==> src/rtl/if_pkg.sv <==
// Shared types and constants for the instruction fetch stage.
package if_pkg;

   // Canonical RISC-V NOP (addi x0, x0, 0), used to fill bubbles in IF/ID.
   localparam logic [31:0] NOP_INSTR = 32'h0000_0013;

   typedef enum logic [1:0] {
      BOOT = 2'd0,
      RUN  = 2'd1,
      HALT = 2'd2
   } fetch_state_t;

   typedef struct packed {
      logic [31:0] pc;
      logic [31:0] instr;
      logic        valid;
   } ifid_t;

endpackage

==> src/rtl/if_next_pc.sv <==
// Combinational next-PC and priority selection for the fetch stage.
// Priority: misaligned redirect > redirect > (BOOT bubble) > stall > advance.
module if_next_pc
   import if_pkg::*;
#(
   parameter int XLEN = 32
) (
   input  fetch_state_t    i_state,
   input  logic [XLEN-1:0] i_pc,
   input  logic            i_stall,
   input  logic            i_redirect,
   input  logic [XLEN-1:0] i_redirect_pc,
   output logic [XLEN-1:0] o_next_pc,
   output fetch_state_t    o_next_state,
   output logic            o_flush,
   output logic            o_load
);

   logic w_misaligned;

   assign w_misaligned = i_redirect && (i_redirect_pc[1:0] != 2'b00);

   // Select the next PC/state and whether IF/ID takes a bubble or a real fetch.
   always_comb begin
      o_next_pc    = i_pc;
      o_next_state = i_state;
      o_flush      = 1'b0;
      o_load       = 1'b0;
      case (i_state)
         HALT: begin
            // Frozen until reset; keep IF/ID empty.
            o_flush = 1'b1;
         end
         BOOT, RUN: begin
            if (w_misaligned) begin
               o_next_state = HALT;
               o_flush      = 1'b1;
            end else if (i_redirect) begin
               o_next_pc    = i_redirect_pc;
               o_next_state = RUN;
               o_flush      = 1'b1;
            end else if (i_state == BOOT) begin
               // The boot cycle always ends after one edge, even when stalled.
               o_next_state = RUN;
               o_flush      = 1'b1;
            end else if (!i_stall) begin
               o_next_pc = i_pc + XLEN'(4);
               o_load    = 1'b1;
            end
         end
         default: begin
            o_next_state = HALT;
            o_flush      = 1'b1;
         end
      endcase
   end

endmodule

==> src/rtl/if_fetch_unit.sv <==
// Fetch-stage controller: owns the PC, drives the instruction memory address,
// and captures the returned word into the IF/ID pipeline register.
module if_fetch_unit
   import if_pkg::*;
#(
   parameter logic [31:0] RESET_VEC = 32'h0000_0000,
   parameter int          XLEN      = 32
) (
   input  logic            i_clk,
   input  logic            i_rst_n,
   input  logic            i_stall,
   input  logic            i_redirect,
   input  logic [XLEN-1:0] i_redirect_pc,
   input  logic [XLEN-1:0] i_imem_instr,
   output logic [XLEN-1:0] o_imem_addr,
   output logic [XLEN-1:0] o_id_pc,
   output logic [XLEN-1:0] o_id_instr,
   output logic            o_id_valid,
   output logic            o_halted,
   output logic [31:0]     o_fetch_cnt
);

   fetch_state_t    r_state;
   logic [XLEN-1:0] r_pc;
   ifid_t           r_ifid;
   logic            r_halted;
   logic [31:0]     r_cnt;

   logic [XLEN-1:0] w_next_pc;
   fetch_state_t    w_next_state;
   logic            w_flush;
   logic            w_load;

   if_next_pc #(
      .XLEN (XLEN)
   ) u_next_pc (
      .i_state       (r_state),
      .i_pc          (r_pc),
      .i_stall       (i_stall),
      .i_redirect    (i_redirect),
      .i_redirect_pc (i_redirect_pc),
      .o_next_pc     (w_next_pc),
      .o_next_state  (w_next_state),
      .o_flush       (w_flush),
      .o_load        (w_load)
   );

   // FSM, PC, IF/ID and fetch counter; reset wins over any pending redirect/stall.
   always_ff @(posedge i_clk) begin
      if (!i_rst_n) begin
         r_state  <= BOOT;
         r_pc     <= XLEN'(RESET_VEC);
         r_ifid   <= '{pc: 32'h0, instr: NOP_INSTR, valid: 1'b0};
         r_halted <= 1'b0;
         r_cnt    <= 32'h0;
      end else begin
         r_state  <= w_next_state;
         r_pc     <= w_next_pc;
         r_halted <= (w_next_state == HALT);
         if (w_flush) begin
            r_ifid <= '{pc: 32'h0, instr: NOP_INSTR, valid: 1'b0};
         end else if (w_load) begin
            r_ifid <= '{pc: 32'(r_pc), instr: 32'(i_imem_instr), valid: 1'b1};
            r_cnt  <= r_cnt + 32'd1;
         end
      end
   end

   assign o_imem_addr = r_pc;
   assign o_id_pc     = XLEN'(r_ifid.pc);
   assign o_id_instr  = XLEN'(r_ifid.instr);
   assign o_id_valid  = r_ifid.valid;
   assign o_halted    = r_halted;
   assign o_fetch_cnt = r_cnt;

endmodule

==> config.mk <==
export PLATFORM = sky130hd
export DESIGN_NAME = if_fetch_unit
export DESIGN_NICKNAME = d
export VERILOG_FILES = /design/src/rtl/if_pkg.sv /design/src/rtl/if_next_pc.sv /design/src/rtl/if_fetch_unit.sv
export SDC_FILE = /design/constraint.sdc
export NUM_CORES = 1
export LEC_CHECK = 0
export ABC_AREA = 1
export BUFFER_PORTS_ARGS = -buffer_cell sky130_fd_sc_hd__buf_2
export CORE_ASPECT_RATIO = 1.5
export CORE_MARGIN = 10
export CORE_UTILIZATION = 55
export DETAILED_ROUTE_END_ITERATION = 8
export HOLD_SLACK_MARGIN = 0.15
export PLACE_DENSITY = 0.85
export SLEW_MARGIN = 30
export SYNTH_ARGS = -nofsm -noshare
export SYNTH_HDL_FRONTEND = slang
export SYNTH_SLANG_ARGS = --single-unit
==> constraint.sdc <==
create_clock -name i_clk -period 2.4 [get_ports i_clk]
set_input_delay 0 -clock i_clk [delete_from_list [all_inputs] [get_ports i_clk]]
set_output_delay 0 -clock i_clk [all_outputs]
set_load 0.1 [all_outputs]
==> out/summary.log, run 1 <==
qor: synthesis.cell_accounting_for_the_most_synthesized_area sky130_fd_sc_hd__dfxtp_1
qor: synthesis.yosysWarningCount 0
qor: timing.finalHoldWorstSlack 0.372 ns
qor: die.core_area 11500 sq um
qor: synthesis.synth_top_cells_by_count sky130_fd_sc_hd__nand2_1 (246), sky130_fd_sc_hd__nor2_1 (196), sky130_fd_sc_hd__dfxtp_1 (132)
qor: clocking.htreeDepth 4
qor: critical_path.worstSetupPathType reg -> reg
qor: timing.timing.setup.tns 0 ns
qor: timing.tightest_slew 0.669 ns
qor: global_route.vias_in_the_first_global_route 7733
qor: route.detail_route.wl_per_cell 16.9 um
qor: critical_path.worst-endpoint-arrival 2.57 ns
qor: timing.hold_viol_final 0
qor: clocking.cts_buffers 17
qor: timing.maxSlewHeadroom 0.554
qor: clocking.cts.clk_slew.worst_paths 0.06 ns
qor: cells_and_area.layout-drive-gt1-share 0.214
qor: timing.timing.final.crit_period 2.22 ns
qor: timing.report.final.slew_viol_count 0
qor: critical_path.r2r.worst_path.cells 7
qor: critical_path.setup.worst_path.end_class flop
qor: synthesis.synthesized_area_per_cell 6.54 sq um
qor: power.total_leakage_power 3.64 nW
qor: synthesis.synth-edff-count 0
qor: cells_and_area.design.final.nets 1312
qor: critical_path.cp_slowest_cell sky130_fd_sc_hd__dlygate4sd3_1
qor: critical_path.path_max_fanout 43
qor: clocking.clock_tree_from_tritoncts built
qor: synthesis.ys_async_sr_fraction 0
qor: run.cap_violations 0
qor: cells_and_area.fin_util 0.771
qor: synthesis.synth_seq_area_share 0.412
qor: synthesis.synth_most_common_cell sky130_fd_sc_hd__nand2_1
qor: synthesis.postSynthRegisterBits 132
qor: clocking.cts_num_sinks 132
qor: route.drtAntennaViolNets 0
qor: outcome.outcome complete, no violations
qor: route.number_of_drc_markers_after_the_initial_detailed_route_iteration 457
qor: timing.grt_setup_unrepaired no
qor: synthesis.synth_fp_nets 1050
qor: placement.place.gp.congestion 0.950
qor: route.finalWirelength 23800 um
qor: power.powerDensity 617 nW/um^2
qor: die.dieWidth 108 um
qor: critical_path.crit_path_max_incr_delay 0.60 ns
qor: die.starting_density_of_the_core 0.559
qor: clocking.ctsRootBufferMaster sky130_fd_sc_hd__clkbuf_16
qor: route.routed_via_density 5.50
qor: route.routed-via-count 7733
qor: critical_path.r2r_end o_id_instr[16]
qor: cells_and_area.multi_input_comb_area 3270 sq um
qor: critical_path.critical_path.startpoint r_state[1]
qor: critical_path.r2r_slack 0.18 ns
qor: placement.detailedPlacementHpwl 15300 um
qor: clocking.cts_repair_resize_count 0
qor: timing.finClkSkew 0.0102 ns
qor: timing.layout_worst_path_cycle_share 0.926
qor: timing.max_clock_freq 450 MHz
qor: critical_path.timing.critical_path.to o_id_instr[16]
qor: global_route.globalRouteOverflowTotal 0
qor: synthesis.synth_largest_type_area_fraction 0.412
qor: synthesis.postSynth.topFlopCell sky130_fd_sc_hd__dfxtp_1
qor: synthesis.post_synth_main_area_contributors sky130_fd_sc_hd__dfxtp_1 (41%), sky130_fd_sc_hd__nand2_1 (14%), sky130_fd_sc_hd__nor2_1 (11%)
qor: synthesis.synthCells 980
qor: critical_path.worst_ep_required_time 2.75 ns
qor: die.floorplan.io_pins 198
qor: hold_path.timing.hold.worst.start i_imem_instr[5]
qor: global_route.initial_antenna_violation_count 0
qor: hold_path.hp-class in -> reg
qor: clocking.clock_insertion_delay_worst_skew 0.42 ns
qor: timing.final-setup-viol-count 0
qor: cells_and_area.antenna-diode-count 0
qor: placement.portBuffers 197
qor: die.die_height 152 um
qor: cells_and_area.syn_to_final_growth 37.9%
qor: cells_and_area.layout.area.seq 2640 sq um
qor: global_route.gr-usage-all-layers 0.282
qor: global_route.grt_pass1_wl 37800 um
qor: cells_and_area.n_fill_cell 870
qor: global_route.largest_net_degree_at_the_start_of_global_routing 67
qor: placement.placedCellCount 1294
qor: critical_path.timing.critical_path.cells inv_2 > nand3_4 > nor2_4 > buf_12 > o21ai_0 > dlygate4sd3_1 > nor2_1
qor: power.vdd_drop_max 0.000436 V
qor: synthesis.yosysUniqueCellTypes 34
qor: route.drtPass1Iterations 6
qor: synthesis.netlist_area 6410 sq um
qor: critical_path.startpoint_type flop
qor: clocking.deepest_clock_path_buffer_count 2
qor: die.num_rows 48
qor: die.design.die.area 16500 sq um
qor: route.drt_drc 0
qor: cells_and_area.finish.cell_count_without_fillers 1405
qor: critical_path.worst_r2r_startpoint r_state[1]
-- registers in the layout (all words and copies together), names as in the netlist --
| name | flops |
|---|---|
| o_fetch_cnt | 32 |
| o_halted | 1 |
| o_id_instr | 32 |
| o_id_pc | 32 |
| o_id_valid | 1 |
| o_imem_addr | 32 |
| r_state | 2 |
-- report_power, final --
| part | total [mW] | switching, mW | internal (mW) |
|---|---|---|---|
| clock network | 2.64 | 1.07 | 1.56 |
| logic | 0.567 | 0.374 | 0.193 |
| registers | 2.25 | 0.0318 | 2.22 |
| total | 5.45 | 1.48 | 3.97 |
-- cell families after synthesis --
kind of cell	Yosys count	synth area share
AO/OA/AOI/OAI	185	0.146
XOR/XNOR	6	0.00820
adder cells (fa/ha/maj)	2	0.00390
buffers and inverters	118	0.0787
flip-flops	132	0.412
AND/OR/NAND/NOR	537	0.351
-- repair_timing --
action                                  CTS  global route
setup buffers                             0             0
endpoints found under the hold margin   107             0
hold buffers                             79             0
endpoints found under the setup margin    0             0
-- area by class of cell --
class                   count  area share
clock inverters            14      0.0185
repair buffers            285       0.210
clock buffers              18      0.0486
multi-input cells         730       0.370
well taps                 150      0.0212
flip-flops and latches    132       0.299
inverters                  76      0.0326
-- worst min path at each step --
stage	cells after the start	end	slack [ns]
finish	4	o_id_instr[5]	0.37
global route	4	o_id_instr[20]	0.40
floorplan	2	o_id_instr[0]	0.13
CTS	4	o_id_instr[3]	0.36
detailed placement	3	o_id_instr[1]	0.22
global placement	3	o_id_instr[0]	0.21
-- metal layers --
metal / part of all wire / global-route usage / wire length (um)
met4: 0.062 / 0.176 / 1470
met2: 0.50 / 0.485 / 12000
met5: 0 / 0 / 0
met3: 0.096 / 0.0817 / 2290
met1: 0.34 / 0.287 / 8080
-- layout by cell type (no fill, tap or decap), drive strengths merged --
cell	count
xor2	4
o21a	2
dlygate4sd3	79
nor2	213
dfxtp	132
inv	84
xnor2	2
clkinv	1
buf	206
nand3	50
a31oi	2
clkinvlp	3
and2	2
nand2	249
nor3b	1
o21ai	99
nand3b	6
nor4	1
nor3	7
a21oi	80
nand4	8
clkbuf	18
o21bai	1
o31ai	1
bufinv	2
ha	2
-- through the flow --
step	worst slack [ns]	power [mW]	instance area, sq um
3_5_place_dp	0.476	2.74	7450
5_1_grt	0.0786	5.61	8840
6_report	0.178	5.45	8840
3_3_place_gp	0.476	2.74	7450
4_1_cts	0.275	5.44	8840
2_1_floorplan	0.100	2.62	6410
-- worst max-delay path: cells and delay by family (launching register included) --
family	cells	cell delay, ns
compound gates	1	0.13
simple gates	3	0.73
buf+inv	3	0.94
flops	1	0.34
No activity file was read; power rests on OpenSTA's default activity.
==> run 2: changes to the inputs <==
Settings changed: CTS_BUF_LIST set to sky130_fd_sc_hd__clkbuf_16.
==> out/summary.log, run 2 (synthesis gave the netlist of run 1 again) <==
qor: power.total_power_draw 5.45 mW
qor: route.routed-via-count 7761
qor: timing.report.final.slew_viol_count 0
qor: die.core_area 11500 sq um
qor: cells_and_area.n_fill_cell 870
qor: global_route.grt_util_met1 0.287
qor: power.cellInternalPower 3.96 mW
qor: route.routed_via_density 5.52
qor: global_route.gr-usage-all-layers 0.282
qor: placement.detailedPlacementHpwl 15300 um
qor: timing.tightest_slew 0.682 ns
qor: power.share_seq_of_total_power 0.413
qor: critical_path.crit_path_max_incr_delay 0.60 ns
qor: outcome.outcome complete, no violations
qor: global_route.globalRouteMet2Util 0.485
qor: power.p_switching 1.48 mW
qor: critical_path.timing.critical_path.max_delay_family buffers and inverters
qor: placement.portBuffers 197
qor: cells_and_area.finish.cell_count_without_fillers 1405
qor: cells_and_area.syn_to_final_growth 37.9%
qor: critical_path.cp_slowest_cell sky130_fd_sc_hd__dlygate4sd3_1
qor: clocking.cts.clk_slew.worst_paths 0.06 ns
qor: clocking.clock_insertion_delay_worst_skew 0.42 ns
qor: global_route.vias_in_the_first_global_route 7733
qor: placement.place.gp.congestion 0.950
qor: placement.placedCellCount 1294
qor: route.drt_drc 0
qor: clocking.cts_num_sinks 132
qor: route.finalWirelength 23800 um
qor: critical_path.cp_num_buf_inv 3
qor: power.vdd_drop_max 0.000434 V
qor: global_route.globalRoute.busiestLayer met2
qor: route.drtPass1Iterations 6
qor: cells_and_area.layout-drive-gt1-share 0.214
qor: critical_path.worst_r2r_startpoint r_state[1]
qor: clocking.deepest_clock_path_buffer_count 2
qor: power.share_clk_of_total_power 0.483
qor: die.floorplan.io_pins 198
qor: global_route.initial_antenna_violation_count 0
qor: timing.max_clock_freq 451 MHz
qor: route.drtAntennaViolNets 0
qor: die.dieWidth 108 um
qor: critical_path.setup.worst_path.end_class flop
qor: timing.timing.final.crit_period 2.22 ns
qor: timing.hold_viol_final 0
qor: timing.final-setup-viol-count 0
qor: clocking.htreeDepth 4
qor: die.design.die.area 16500 sq um
qor: timing.timing.setup.tns 0 ns
qor: timing.finClkSkew 0.0100 ns
qor: critical_path.startpoint_type flop
qor: power.total_leakage_power 3.65 nW
qor: route.detail_route.wl_per_cell 17.0 um
qor: critical_path.path_max_fanout 43
qor: global_route.grt.met3_usage 0.0817
qor: power.fraction_of_power_consumed_by_combinational_cells 0.104
qor: timing.finalHoldWorstSlack 0.373 ns
qor: power.powerDensity 616 nW/um^2
qor: timing.maxSlewHeadroom 0.545
qor: global_route.largest_net_degree_at_the_start_of_global_routing 67
qor: global_route.grt_pass1_wl 37800 um
qor: global_route.globalRouteOverflowTotal 0
qor: cells_and_area.antenna-diode-count 0
qor: clocking.ctsRootBufferMaster sky130_fd_sc_hd__clkbuf_16
qor: timing.layout_worst_path_cycle_share 0.924
qor: hold_path.hp-class in -> reg
qor: clocking.clock_tree_from_tritoncts built
qor: critical_path.r2r_slack 0.18 ns
qor: critical_path.timing.critical_path.cells inv_2 > nand3_4 > nor2_4 > buf_12 > o21ai_0 > dlygate4sd3_1 > nor2_1
qor: cells_and_area.fin_util 0.771
qor: cells_and_area.leading_cell_types_in_the_layout_fill_and_taps_excluded sky130_fd_sc_hd__nand2_1 (246), sky130_fd_sc_hd__buf_2 (197), sky130_fd_sc_hd__nor2_1 (195)
qor: die.starting_density_of_the_core 0.559
qor: die.num_rows 48
qor: hold_path.timing.hold.worst.start i_imem_instr[5]
qor: critical_path.worst-endpoint-arrival 2.56 ns
qor: power.power.switching_fraction 0.272
qor: timing.grt_setup_unrepaired no
qor: clocking.cts_buffers 17
qor: clocking.cts_post_setup_buffers_inserted 0
qor: cells_and_area.design.final.nets 1312
qor: route.number_of_drc_markers_after_the_initial_detailed_route_iteration 474
qor: cells_and_area.mostFrequentLayoutCell sky130_fd_sc_hd__nand2_1
qor: critical_path.worst_ep_required_time 2.75 ns
qor: die.die_height 152 um
qor: critical_path.worstSetupPathType reg -> reg
qor: run.cap_violations 0
qor: critical_path.critical_path.startpoint r_state[1]
==> run 2: path summary, 6_finish.rpt <==
path | endpoint | depth (start not counted)
min reg2reg | o_id_instr[0] | 2
max | o_id_instr[16] | 7
max reg2reg | o_id_instr[16] | 7
min | o_id_instr[5] | 4
==> run 2: cell type report <==
type | count | area [sq um] | area share
Clock buffer | 17 | 425 | 0.0481
Inverter | 76 | 288 | 0.0326
Tap cell | 150 | 188 | 0.0212
Multi-Input combinational cell | 730 | 3270 | 0.370
Timing Repair Buffer | 285 | 1860 | 0.210
Sequential cell | 132 | 2640 | 0.299
Clock inverter | 15 | 168 | 0.0190
==> run 2: metal layers <==
| layer | vias up | share of wire |
|---|---|---|
| met5 | - | 0 |
| met4 | 0 | 0.061 |
| met3 | 129 | 0.095 |
| met2 | 455 | 0.51 |
| met1 | 3517 | 0.34 |
| li1 | 3660 | - |
==> run 2: what timing repair did <==
| item | 4_1_cts | 5_1_grt |
|---|---|---|
| endpoints found under the setup margin | 0 | 0 |
| resized for setup | 0 | 0 |
| hold buffers | 79 | 0 |
| hold endpoints to repair | 107 | 0 |
==> run 2: power by group through the flow <==
stage | registers [mW] | clock network, mW | logic (mW)
floorplan | 2.45 | 0 | 0.173
global placement | 2.29 | 0 | 0.448
detailed placement | 2.29 | 0 | 0.450
CTS | 2.25 | 2.64 | 0.549
global route | 2.25 | 2.76 | 0.602
finish | 2.25 | 2.63 | 0.567
==> run 2: through the flow <==
stage | area (sq um) | setup slack [ns]
2_1_floorplan | 6410 | 0.100
3_3_place_gp | 7450 | 0.476
3_5_place_dp | 7450 | 0.476
4_1_cts | 8840 | 0.275
5_1_grt | 8840 | 0.0786
6_report | 8840 | 0.183
==> run 2: worst reg2reg max path, cell delays in order, from the launching register on <==
cell	delay (ns)
sky130_fd_sc_hd__dfxtp_1	0.34
sky130_fd_sc_hd__inv_2	0.07
sky130_fd_sc_hd__nand3_4	0.13
sky130_fd_sc_hd__nor2_4	0.46
sky130_fd_sc_hd__buf_12	0.27
sky130_fd_sc_hd__o21ai_0	0.15
sky130_fd_sc_hd__dlygate4sd3_1	0.60
sky130_fd_sc_hd__nor2_1	0.13
==> run 3: changes to the inputs <==
Settings changed: CORE_MARGIN 10 to 5.
==> out/summary.log, run 3 (synthesis gave the netlist of run 1 again) <==
qor: outcome.outcome complete, no violations
qor: route.drt_drc 0
qor: route.finalWirelength 22600 um
qor: hold_path.hp-class in -> reg
qor: critical_path.timing.critical_path.cells dlygate4sd3_1 > buf_2 > inv_1 > nor2_1 > nor2_4 > inv_2 > o21ai_1 > dlygate4sd3_1 > a21oi_1
qor: global_route.grt_pass1_wl 36300 um
qor: timing.hold_viol_final 0
qor: timing.layout_worst_path_cycle_share 0.923
qor: clocking.clock_insertion_delay_worst_skew 0.42 ns
qor: global_route.gr-usage-all-layers 0.319
qor: route.number_of_drc_markers_after_the_initial_detailed_route_iteration 503
qor: route.met3_wirelength 1940 um
qor: cells_and_area.layout-drive-gt1-share 0.213
qor: clocking.deepest_clock_path_buffer_count 2
qor: cells_and_area.mostFrequentLayoutCell sky130_fd_sc_hd__nand2_1
qor: critical_path.timing.critical_path.max_delay_family buffers and inverters
qor: timing.timing.setup.tns 0 ns
qor: die.num_rows 48
qor: die.starting_density_of_the_core 0.559
qor: route.m1WireLength 7940 um
qor: placement.post_dp_cell_area 7460 sq um
qor: power.total_power_draw 5.49 mW
qor: route.detail_route.wl_per_cell 16.0 um
qor: die.dieWidth 98.1 um
qor: die.core_area 11500 sq um
qor: critical_path.cp_slowest_cell sky130_fd_sc_hd__dlygate4sd3_1
qor: clocking.ctsRootBufferMaster sky130_fd_sc_hd__clkbuf_16
qor: timing.finClkSkew 0.0137 ns
qor: clocking.cts_buffers 17
qor: clocking.cts_num_sinks 132
qor: die.die_height 142 um
qor: critical_path.setup.worst_path.end_class flop
qor: timing.maxSlewHeadroom 0.547
qor: critical_path.worst_ep_required_time 2.73 ns
qor: critical_path.path_max_fanout 38
qor: placement.detailedPlace.worstSlack 0.423 ns
qor: cells_and_area.postLayoutCellArea 8910 sq um
qor: route.drtAntennaViolNets 0
qor: clocking.cts_post_setup_buffers_inserted 0
qor: cells_and_area.fin_util 0.776
qor: global_route.globalRouteOverflowTotal 0
qor: cells_and_area.leading_cell_types_in_the_layout_fill_and_taps_excluded sky130_fd_sc_hd__nand2_1 (246), sky130_fd_sc_hd__buf_2 (197), sky130_fd_sc_hd__nor2_1 (195)
qor: route.routed_via_density 5.47
qor: critical_path.startpoint_type input port
qor: critical_path.cp_num_buf_inv 5
qor: clocking.clock_tree_from_tritoncts built
qor: critical_path.crit_path_max_incr_delay 0.58 ns
qor: cells_and_area.design.final.nets 1318
qor: placement.detailedPlacementHpwl 14100 um
qor: power.vdd_drop_max 0.000502 V
qor: clocking.cts.clk_slew.worst_paths 0.06 ns
qor: timing.timing.final.crit_period 2.21 ns
qor: power.powerDensity 616 nW/um^2
qor: placement.place.gp.congestion 0.923
qor: route.drtPass1Iterations 5
qor: die.floorplan.io_pins 198
qor: critical_path.worstSetupPathType in -> reg
qor: global_route.initial_antenna_violation_count 0
qor: placement.portBuffers 197
qor: timing.grt_setup_unrepaired no
qor: global_route.vias_in_the_first_global_route 7526
qor: timing.report.final.slew_viol_count 0
qor: power.total_leakage_power 3.70 nW
qor: cells_and_area.finish.cell_count_without_fillers 1411
qor: cells_and_area.antenna-diode-count 0
qor: run.cap_violations 0
qor: die.design.die.area 14000 sq um
qor: timing.final-setup-viol-count 0
qor: route.routed-via-count 7721
qor: timing.max_clock_freq 452 MHz
qor: placement.placedCellCount 1295
qor: cells_and_area.syn_to_final_growth 38.9%
qor: critical_path.critical-path-top-cell-by-count sky130_fd_sc_hd__dlygate4sd3_1
qor: clocking.htreeDepth 4
qor: timing.fin_ws 0.185 ns
qor: timing.tightest_slew 0.679 ns
qor: critical_path.worst-endpoint-arrival 2.55 ns
qor: timing.finalHoldWorstSlack 0.388 ns
qor: route.highest_metal_layer_used_by_the_detailed_router met4
qor: global_route.largest_net_degree_at_the_start_of_global_routing 66
qor: route.met2_length 11200 um
[run 3: tightest hold or removal path: stages]
cell and delay, ns:
sky130_fd_sc_hd__dlygate4sd3_1 0.52, sky130_fd_sc_hd__buf_2 0.10, sky130_fd_sc_hd__o21ai_0 0.07, sky130_fd_sc_hd__nor2_1 0.08
[run 3: worst paths after layout]
kind | from | endpoint | slack [ns] | cells past startpoint
min reg2reg | o_imem_addr[0] | o_imem_addr[0] | 0.46 | 2
max | i_stall | o_imem_addr[2] | 0.19 | 9
max reg2reg | r_state[1] | o_imem_addr[2] | 0.22 | 9
min | i_imem_instr[23] | o_id_instr[23] | 0.39 | 4
[run 3: repair_timing]
item | in CTS | in global routing
resized for setup | 0 | 0
setup endpoints to repair | 0 | 0
hold buffers | 84 | 0
endpoints found under the hold margin | 97 | 0
[run 3: per-layer routing]
metal,track usage,up-vias
met1,0.347,3443
li1,-,3671
met4,0.215,0
met2,0.555,478
met3,0.0662,129
met5,0,-
[run 3: cell type report]
cell class,instances,area (sq um)
timing repair buffer,291,1910
sequential,132,2640
multi-input combinational,730,3270
inverter,76,288
tap,150,188
fill,794,2560
clock buffer,17,425
clock inverter,15,178
[run 3: power breakdown]
| part | switching [mW] | total [mW] | internal, mW |
|---|---|---|---|
| logic | 0.374 | 0.568 | 0.194 |
| registers | 0.0324 | 2.25 | 2.22 |
| clock network | 1.03 | 2.67 | 1.64 |
| total | 1.44 | 5.49 | 4.05 |
